[config.mk]
export PLATFORM = sky130hd
export DESIGN_NAME = fpu_issue_stage_flat
export DESIGN_NICKNAME = d
export VERILOG_FILES = /design/src/rtl/fpu_issue_stage_if.sv /design/src/rtl/fpu_issue_stage.sv /design/src/flat_wrapper.sv
export SDC_FILE = /design/constraint.sdc
export NUM_CORES = 1
export LEC_CHECK = 0
export BUFFER_PORTS_ARGS = -buffer_cell sky130_fd_sc_hd__buf_2
export CAP_MARGIN = 10
export CELL_PAD_IN_SITES_DETAIL_PLACEMENT = 1
export CELL_PAD_IN_SITES_GLOBAL_PLACEMENT = 1
export CORE_MARGIN = 5
export CORE_UTILIZATION = 45
export DETAILED_ROUTE_END_ITERATION = 10
export PLACE_DENSITY = 0.89
export RECOVER_POWER = 25
export SETUP_SLACK_MARGIN = 0.4
export SKIP_LAST_GASP = 1
export SLEW_MARGIN = 0
export SYNTH_ARGS = -nofsm -noshare
export SYNTH_HDL_FRONTEND = slang
export SYNTH_SLANG_ARGS = --single-unit
[constraint.sdc]
create_clock -name clk -period 5.8 [get_ports clk]
set_input_delay 0.87 -clock clk [delete_from_list [all_inputs] [get_ports clk]]
set_output_delay 0.87 -clock clk [all_outputs]
set_load 0.005 [all_outputs]
[src/rtl/fpu_issue_stage_if.sv]
`default_nettype none
// ============================================================================
// Module      : fpu_issue_stage_if
// Description : Request and response handshake bundle for fpu_issue_stage.
// Revision    : 1.0 - initial release
// ============================================================================
interface fpu_issue_stage_if;
    logic        req_valid_i;
    logic        req_ready_o;
    logic [1:0]  req_op_i;
    logic [15:0] req_a_i;
    logic [15:0] req_b_i;
    logic        rsp_valid_o;
    logic        rsp_ready_i;
    logic [15:0] rsp_data_o;
    logic        rsp_overflow_o;

    // Requester / response consumer side.
    modport master (
        output req_valid_i, req_op_i, req_a_i, req_b_i, rsp_ready_i,
        input  req_ready_o, rsp_valid_o, rsp_data_o, rsp_overflow_o
    );

    // Issue stage side.
    modport slave (
        input  req_valid_i, req_op_i, req_a_i, req_b_i, rsp_ready_i,
        output req_ready_o, rsp_valid_o, rsp_data_o, rsp_overflow_o
    );
endinterface
`default_nettype wire

[src/rtl/fpu_issue_stage.sv]
`default_nettype none
// ============================================================================
// Module      : fpu_issue_stage
// Description : Registered operand stage feeding a combinational bfloat16 fpu,
//               with a show-ahead response FIFO, sticky overflow and pop count.
// Revision    : 1.0 - initial release
// ============================================================================
module fpu_issue_stage #(
    parameter int DEPTH = 4,
    parameter int CNT_W = 16
) (
    input  wire logic             clk,
    input  wire logic             rst,
    fpu_issue_stage_if.slave      hs,
    output logic [3:0]            fpu_op_o,
    output logic [15:0]           fpu_in1_o,
    output logic [15:0]           fpu_in2_o,
    input  wire logic [15:0]      fpu_out_i,
    input  wire logic             fpu_overflow_i,
    output logic                  sticky_ovf_o,
    input  wire logic             clr_sticky_i,
    output logic [CNT_W-1:0]      done_cnt_o,
    output logic                  busy_o
);

    localparam int                 c_PTR_W = $clog2(DEPTH);
    localparam logic [c_PTR_W:0]   c_DEPTH = (c_PTR_W + 1)'(DEPTH);

    logic                r_s1_v;
    logic [3:0]          r_op;
    logic [15:0]         r_in1;
    logic [15:0]         r_in2;
    logic [16:0]         r_mem [DEPTH];
    logic [c_PTR_W-1:0]  r_wr_ptr;
    logic [c_PTR_W-1:0]  r_rd_ptr;
    logic [c_PTR_W:0]    r_count;
    logic                r_sticky;
    logic [CNT_W-1:0]    r_done_cnt;

    logic                w_pop;
    logic                w_push;
    logic                w_accept;

    // A pop in the same cycle frees a slot, so a full FIFO can still accept a push.
    assign w_pop    = hs.rsp_valid_o & hs.rsp_ready_i;
    assign w_push   = r_s1_v & ((r_count < c_DEPTH) | w_pop);
    assign w_accept = hs.req_valid_i & hs.req_ready_o;

    assign hs.req_ready_o    = !rst & (!r_s1_v | w_push);
    assign hs.rsp_valid_o    = !rst & (r_count != '0);
    assign hs.rsp_data_o     = r_mem[r_rd_ptr][16:1];
    assign hs.rsp_overflow_o = r_mem[r_rd_ptr][0];

    assign fpu_op_o     = r_s1_v ? r_op : 4'b0000;
    assign fpu_in1_o    = r_in1;
    assign fpu_in2_o    = r_in2;
    assign sticky_ovf_o = r_sticky;
    assign done_cnt_o   = r_done_cnt;
    assign busy_o       = r_s1_v | (r_count != '0);

    always_ff @(posedge clk) begin
        if (rst) begin
            r_s1_v     <= 1'b0;
            r_op       <= '0;
            r_in1      <= '0;
            r_in2      <= '0;
            r_wr_ptr   <= '0;
            r_rd_ptr   <= '0;
            r_count    <= '0;
            r_sticky   <= 1'b0;
            r_done_cnt <= '0;
        end else begin
            if (w_accept) begin
                r_s1_v <= 1'b1;
                r_op   <= 4'b0001 << hs.req_op_i;
                r_in1  <= hs.req_a_i;
                r_in2  <= hs.req_b_i;
            end else if (w_push) begin
                r_s1_v <= 1'b0;
            end

            if (w_push) begin
                r_wr_ptr <= r_wr_ptr + c_PTR_W'(1);
            end
            if (w_pop) begin
                r_rd_ptr   <= r_rd_ptr + c_PTR_W'(1);
                r_done_cnt <= r_done_cnt + CNT_W'(1);
            end

            case ({w_push, w_pop})
                2'b10:   r_count <= r_count + (c_PTR_W + 1)'(1);
                2'b01:   r_count <= r_count - (c_PTR_W + 1)'(1);
                default: r_count <= r_count;
            endcase

            // A new overflow takes priority over a software clear.
            if (w_push & fpu_overflow_i) begin
                r_sticky <= 1'b1;
            end else if (clr_sticky_i) begin
                r_sticky <= 1'b0;
            end
        end
    end

    always_ff @(posedge clk) begin
        if (!rst && w_push) begin
            r_mem[r_wr_ptr] <= {fpu_out_i, fpu_overflow_i};
        end
    end

endmodule
`default_nettype wire
[src/flat_wrapper.sv]
// flat-port wrapper written by rule: the top's interface ports become plain ports
module fpu_issue_stage_flat 
#(
    parameter int DEPTH = 4,
    parameter int CNT_W = 16
)
  (clk, rst, fpu_op_o, fpu_in1_o, fpu_in2_o, fpu_out_i, fpu_overflow_i, sticky_ovf_o, clr_sticky_i, done_cnt_o, busy_o, hs_req_valid_i, hs_req_op_i, hs_req_a_i, hs_req_b_i, hs_rsp_ready_i, hs_req_ready_o, hs_rsp_valid_o, hs_rsp_data_o, hs_rsp_overflow_o);
  fpu_issue_stage_if hs_i ();
  input  wire logic clk;
  input  wire logic rst;
  output logic [3:0] fpu_op_o;
  output logic [15:0] fpu_in1_o;
  output logic [15:0] fpu_in2_o;
  input  wire logic [15:0] fpu_out_i;
  input  wire logic fpu_overflow_i;
  output logic sticky_ovf_o;
  input  wire logic clr_sticky_i;
  output logic [CNT_W-1:0] done_cnt_o;
  output logic busy_o;
  input wire logic [$bits(hs_i.req_valid_i)-1:0] hs_req_valid_i;
  input wire logic [$bits(hs_i.req_op_i)-1:0] hs_req_op_i;
  input wire logic [$bits(hs_i.req_a_i)-1:0] hs_req_a_i;
  input wire logic [$bits(hs_i.req_b_i)-1:0] hs_req_b_i;
  input wire logic [$bits(hs_i.rsp_ready_i)-1:0] hs_rsp_ready_i;
  output wire logic [$bits(hs_i.req_ready_o)-1:0] hs_req_ready_o;
  output wire logic [$bits(hs_i.rsp_valid_o)-1:0] hs_rsp_valid_o;
  output wire logic [$bits(hs_i.rsp_data_o)-1:0] hs_rsp_data_o;
  output wire logic [$bits(hs_i.rsp_overflow_o)-1:0] hs_rsp_overflow_o;
  assign hs_i.req_valid_i = hs_req_valid_i;
  assign hs_i.req_op_i = hs_req_op_i;
  assign hs_i.req_a_i = hs_req_a_i;
  assign hs_i.req_b_i = hs_req_b_i;
  assign hs_i.rsp_ready_i = hs_rsp_ready_i;
  assign hs_req_ready_o = hs_i.req_ready_o;
  assign hs_rsp_valid_o = hs_i.rsp_valid_o;
  assign hs_rsp_data_o = hs_i.rsp_data_o;
  assign hs_rsp_overflow_o = hs_i.rsp_overflow_o;
  fpu_issue_stage #(.DEPTH(DEPTH), .CNT_W(CNT_W)) u_core (.clk(clk), .rst(rst), .hs(hs_i), .fpu_op_o(fpu_op_o), .fpu_in1_o(fpu_in1_o), .fpu_in2_o(fpu_in2_o), .fpu_out_i(fpu_out_i), .fpu_overflow_i(fpu_overflow_i), .sticky_ovf_o(sticky_ovf_o), .clr_sticky_i(clr_sticky_i), .done_cnt_o(done_cnt_o), .busy_o(busy_o));
endmodule
# Word level (Yosys, flattened, before mapping)
# Memory sizes are Yosys's and may differ from the RTL's. A register that Yosys moved wholly into a read port is not among the register bits.
# Cells that the tools add are included.
# op_classes
add_sub_neg,5
order_cmp,1
n_eq_ne,2
shifts,1
muxes,10
n_bitwise,9
reduce_logical,7
# op_table
op,count
$add 16x1->16 const B,1
$and 1x1->1,6
$mux 1,6
$pmux 3 s2,1
$reduce_bool 2->1,3
$add 2x1->2 const B,2
$mux 2,2
$mux 4,1
$shl 1x2->4 const A,1
$add 3x1->3 const B,1
$lt 3x3->1 const B,1
$or 1x1->1,3
$reduce_bool 3->1,1
$sub 3x1->3 const B,1
$eq 2x1->1 const B,1
$eq 2x2->1 const B,1
$logic_not 1->1,2
$logic_and 1x1->1,1
# totals
ff_bits,61
ram_bits,68
input_bits,56
out_inout_bits,73
elab_cells,45
n_memories,1
# memory_table
memory,depth,word_bits,rd,rd_ports_with_merged_regs,write_ports,line,rtl
u_core.r_mem,4,17,1,1,1,fpu_issue_stage.sv:33,logic [16:0] r_mem [DEPTH];

# Longest topological paths before layout
# logic_depth
depth_word,9
ltp_mapped,8
ltp_nobuf,8

# Least setup slack after synthesis
# Ideal clock, no wire load.
# synth_path
path_type,input-to-reg
from,input hs_rsp_ready_i
to,register u_core.r_count[2]
setup_ns,0.070
arrival_ns,2.607
t_required_ns,5.730
slack_ns,3.123
path_stages,8
n_path_buf,0
path_cell_list,or2b_1 > nor2_1 > ha_1 > inv_1 > fa_1 > xor2_1 > or3_1 > a21oi_1
# synth_between
elab_chain_len,5
word_cells_on_any_way,7
classes_between,eq/ne (2); mux (1); bitwise (3); reduce/logical (1)
# synth_lines
element,line,rtl
"start, declared",flat_wrapper.sv:24,input wire logic [$bits(hs_i.rsp_ready_i)-1:0] hs_rsp_ready_i;
$and 1x1->1 (*),fpu_issue_stage.sv:45,assign w_pop = hs.rsp_valid_o & hs.rsp_ready_i;
via u_core.w_pop,fpu_issue_stage.sv:40,logic w_pop;
$or 1x1->1,fpu_issue_stage.sv:46,assign w_push = r_s1_v & ((r_count < c_DEPTH) | w_pop);
$and 1x1->1,fpu_issue_stage.sv:46,
$eq 2x1->1 / $eq 2x2->1 (equally long branches),fpu_issue_stage.sv:90,"case ({w_push, w_pop})"
$pmux 3 s2 / $reduce_bool 2->1 (equally long branches),-,
"end signal, assigned",fpu_issue_stage.sv:91,2'b10: r_count <= r_count + (c_PTR_W + 1)'(1);
"end signal, assigned",fpu_issue_stage.sv:92,2'b01: r_count <= r_count - (c_PTR_W + 1)'(1);
"end signal, assigned",fpu_issue_stage.sv:93,default: r_count <= r_count;
"end, declared",fpu_issue_stage.sv:36,logic [c_PTR_W:0] r_count;
# Mark *: on every way through the listed nets, which the timed path passes. The rest lies on a longest branch.
# A chain may end at the register's enable or synchronous reset.

# Worst setup path in the final report
# layout_path
from,input rst
to,register u_core.r_count[2]
# layout_between
elab_chain_len,7
word_cells_on_any_way,9
classes_between,eq/ne (2); mux (1); bitwise (4); reduce/logical (2)
# layout_lines
element,line,rtl
"start, declared",flat_wrapper.sv:10,input wire logic rst;
$logic_not 1->1,fpu_issue_stage.sv:50,assign hs.rsp_valid_o = !rst & (r_count != '0);
$and 1x1->1,fpu_issue_stage.sv:50,
$and 1x1->1,fpu_issue_stage.sv:45,
$or 1x1->1,fpu_issue_stage.sv:46,
$and 1x1->1,fpu_issue_stage.sv:46,
$eq 2x1->1 / $eq 2x2->1 (equally long branches),fpu_issue_stage.sv:90,
$pmux 3 s2 / $reduce_bool 2->1 (equally long branches),-,
# Several ways; a longest one is shown, not always the timed one.

==> metrics.md <==
| Metric | Value |
|---|---|
| P per Cell Area | between 300 and 400 mW/mm^2 |
| Worst path top cell family by delay | buffers and inverters |
| Effective utilization at floorplan | a little under half |
| Slew at the pin closest to its max-slew limit | approximately 1200 ps |
| Worst setup path category | input port to flip-flop |
| Yosys top cell area share | 39.9% |
| Final Skew | approximately 6.6 ps |
| Vias per inst | 5.08 |
| Drt first-iter violations | 210 |
| Rows | 39 |
| Arr. time, crit path | 3540 ps |
| Detailed Place HPWL | 8.12 mm |
| Post-synth EDFFs | 68 |
| Average wire per standard cell | 17.4 um |
| Total Wirelength | 11.8 mm |
| Synth Area per Inst | 12.9 sq um |
| Flip-flop and latch count after synthesis | ~130 |
| Most common cell in the netlist | edfxtp_1 |
| Crit-path max FO | 69 |
| Syn Nets | 458 |
| RSZ-0062 raised after global routing | no |
| Number of global-route vias before repair | 3796 |
| FF-to-FF setup slack | 3360 ps |
| Largest net degree at the start of global routing | 73 |
| Yosys top cell by area | edfxtp_1 |
| Nets@finish | 587 |
| Die Span X | 117 um |
| Ys flop type | edfxtp_1 |
| CP Launch Type | input port |
| Top post-synthesis cells by area | edfxtp_1 40%, dfxtp_1 25%, mux4_2 7.5% |
| Worst hold slack | roughly 450 ps |
| Tcrit/Tclk final | 55.3% |
| Chip Height | 117 um |
| Hold/Removal Path Class | flip-flop to flip-flop |
| Hold Path Cell Cnt | 2 |
| Synth Instances | 395 |
| Slowest-stage cell, CP | buf_2 |
| Pre-Repair DR Iteration Count | 4 |
| Final core occ | a little under three fifths |
| DRC | 0 |
| Cts repair resizes | 0 |
| Stages on the worst setup path | 9 |
| CTS tree | yes |
| Antenna Cells | 0 |
| Fin crit period | 3210 ps |
| Final Max Slew Viols | 0 |
| Status | completed |
| Max-slew headroom | approximately a fifth |
| First-pass GRT wire length | 18.8 mm |
| WP data required | just over 6000 ps |
| Fmax | between 300 and 400 MHz |
| Final Hold Fails | 0 |
| Root buf cell | clkbuf_16 |
| CTS Buf Count | 17 |
| Via Count | around 3500 |
| IO buf count | 128 |
| Skew-Pair Late Insertion Delay | roughly 420 ps |
| Total gr overflow | 0 |
| IO Pins | between 100 and 150 |
| Maximum vdd ir drop | 0.000186 V |
| P&R area growth vs syn | 25.5% |
| Layout cells sized above 1 | a little under a third |
| Synth top cells by count | 68 x edfxtp_1, 63 x dfxtp_1, 39 x inv_1 |
| Buf+Inv Stages, Crit Path | 2 |
| H-tree level count | 4 |
| Crit-path cells | buf_2 > nor2b_1 > o21ai_1 > ha_1 > inv_1 > fa_1 > xor2_1 > or3_1 > a21oi_1 |
| Core area | 0.0113 sq mm |
| Hold_buf cts | 0 |
| Placer Congestion | roughly 0.8 |
| Crit end category | flip-flop |
| Post-synthesis cell type count | 37 |
| Warnings from Yosys | 0 |
| Worst Reg-to-Reg Cells | 9 |
| CP peak stage delay | a little under 800 ps |
| Tot GR Track Use | a little under a fifth |
| Antenna violations before repair | 0 |
| Mapped cell area | 0.00511 sq mm |
| Synth async-reset ratio | 0% |
| Setup TNS | 0 ps |
| Antenna-violating nets left | 0 |
| Fillers | 1194 |
| Final setup violating endpoints | 0 |
| CTS max path bufs | 2 |
| Die area | 0.0136 sq mm |
| Maxcap violations | 0 |
| Clk sinks | 131 |
| Register area | 0.00330 sq mm |
| Sequential area share after synthesis | 64.6% |
| Finished Layout Cells | just under 700 |
| Multi-input logic area | 0.00159 sq mm |
| CTS clk-pin slew, worst paths | 60 ps |
| Number of setup buffers added after CTS | 0 |
| Dpl cells | roughly 650 |
| P_leak | 0.00254 uW |
[path summary, 6_finish.rpt]
path                                                  endpoint                            from
worst max register to register  u_core.r_count[2]$_SDFFE_PP0P_  u_core.r_count[2]$_SDFFE_PP0P_
worst min register to register     u_core.r_op[0]$_SDFFE_PP0P_     u_core.r_op[0]$_SDFFE_PP0P_
worst max-delay path            u_core.r_count[2]$_SDFFE_PP0P_                             rst
worst min-delay path               u_core.r_op[0]$_SDFFE_PP0P_     u_core.r_op[0]$_SDFFE_PP0P_
[cells in the final DEF, fill, tap and decap left out, types with 2 or more instances in the layout]
cell and count:
mux4_2 17, clkinv_4 3, xor2_1 3, clkbuf_1 17, clkbuf_16 17, buf_2 111, inv_6 3, nand2b_1 4
o21ai_0 24, ha_1 6, dfxtp_1 63, nor4_1 3, o21ai_1 17, inv_1 39, edfxtp_1 68, nor2_1 24
clkinvlp_2 2, nand4_1 3, nand2_1 6, nor3_1 4, nor3b_1 2, a21oi_1 10, xnor2_1 12, or3_1 7
nand3b_1 34, and2_1 9, nand3_1 6, clkinvlp_4 5
[report_power, final]
part / switching [uW] / total (uW) / internal (uW)
clock network: 411 / 1000 / 590
registers: 23.3 / 1030 / 1000
logic: 79.2 / 153 / 73.8
[logic make-up after synthesis]
logic type	after synthesis	synth area share [%]
buffers and inverters	59	4.40
AO/OA/AOI/OAI	53	5.29
XOR/XNOR	15	2.57
multiplexers	18	7.68
AND/OR/NAND/NOR	112	13.6
flip-flops	131	64.6
adder cells (fa/ha/maj)	7	1.86
[state kept, by name, indices dropped and copies added, names as in the netlist, 2 cells and up, named ones only]
| register | flops |
|---|---|
| u_core.r_count | 3 |
| u_core.done_cnt_o | 16 |
| u_core.r_rd_ptr | 2 |
| u_core.fpu_in2_o | 16 |
| u_core.r_mem | 68 |
| u_core.r_wr_ptr | 2 |
| u_core.fpu_in1_o | 16 |
| u_core.r_op | 4 |
[cell type report]
class                           instances  share of cell area, %
Inverter                               39                   2.28
Clock inverter                         15                   2.09
Sequential cell                       131                   51.5
Timing Repair Buffer                  130                   10.1
Clock buffer                           17                   6.63
Tap cell                              143                   2.79
Multi-Input combinational cell        205                   24.7
[through the flow]
| step | setup slack, ps | total power (uW) | instance area (sq um) |
|---|---|---|---|
| global route | 2370 | 2270 | 6420 |
| finish | 2590 | 2180 | 6420 |
| CTS | 2520 | 2210 | 6420 |
| floorplan | 3120 | 1120 | 5110 |
| global placement | 2330 | 1190 | 5860 |
| detailed placement | 2170 | 1200 | 5860 |
[metal layers]
metal / vias up / wire (um) / GRT usage (%)
li1: 1663 / - / -
met1: 1672 / 4740 / 20.8
met2: 105 / 6150 / 32.2
met3: 17 / 810 / 6.22
met4: 0 / 149 / 6.42
met5: - / 0 / 0
[worst reg2reg max path, cell delays in order (launching register included)]
cell and delay, ps:
dfxtp_1 390, nor3_1 70, buf_4 190, nor2_1 350, ha_1 280, inv_1 70, fa_1 370, xor2_1 170
or3_1 310, a21oi_1 150
Note: power is estimated with default switching activity, not from simulation.
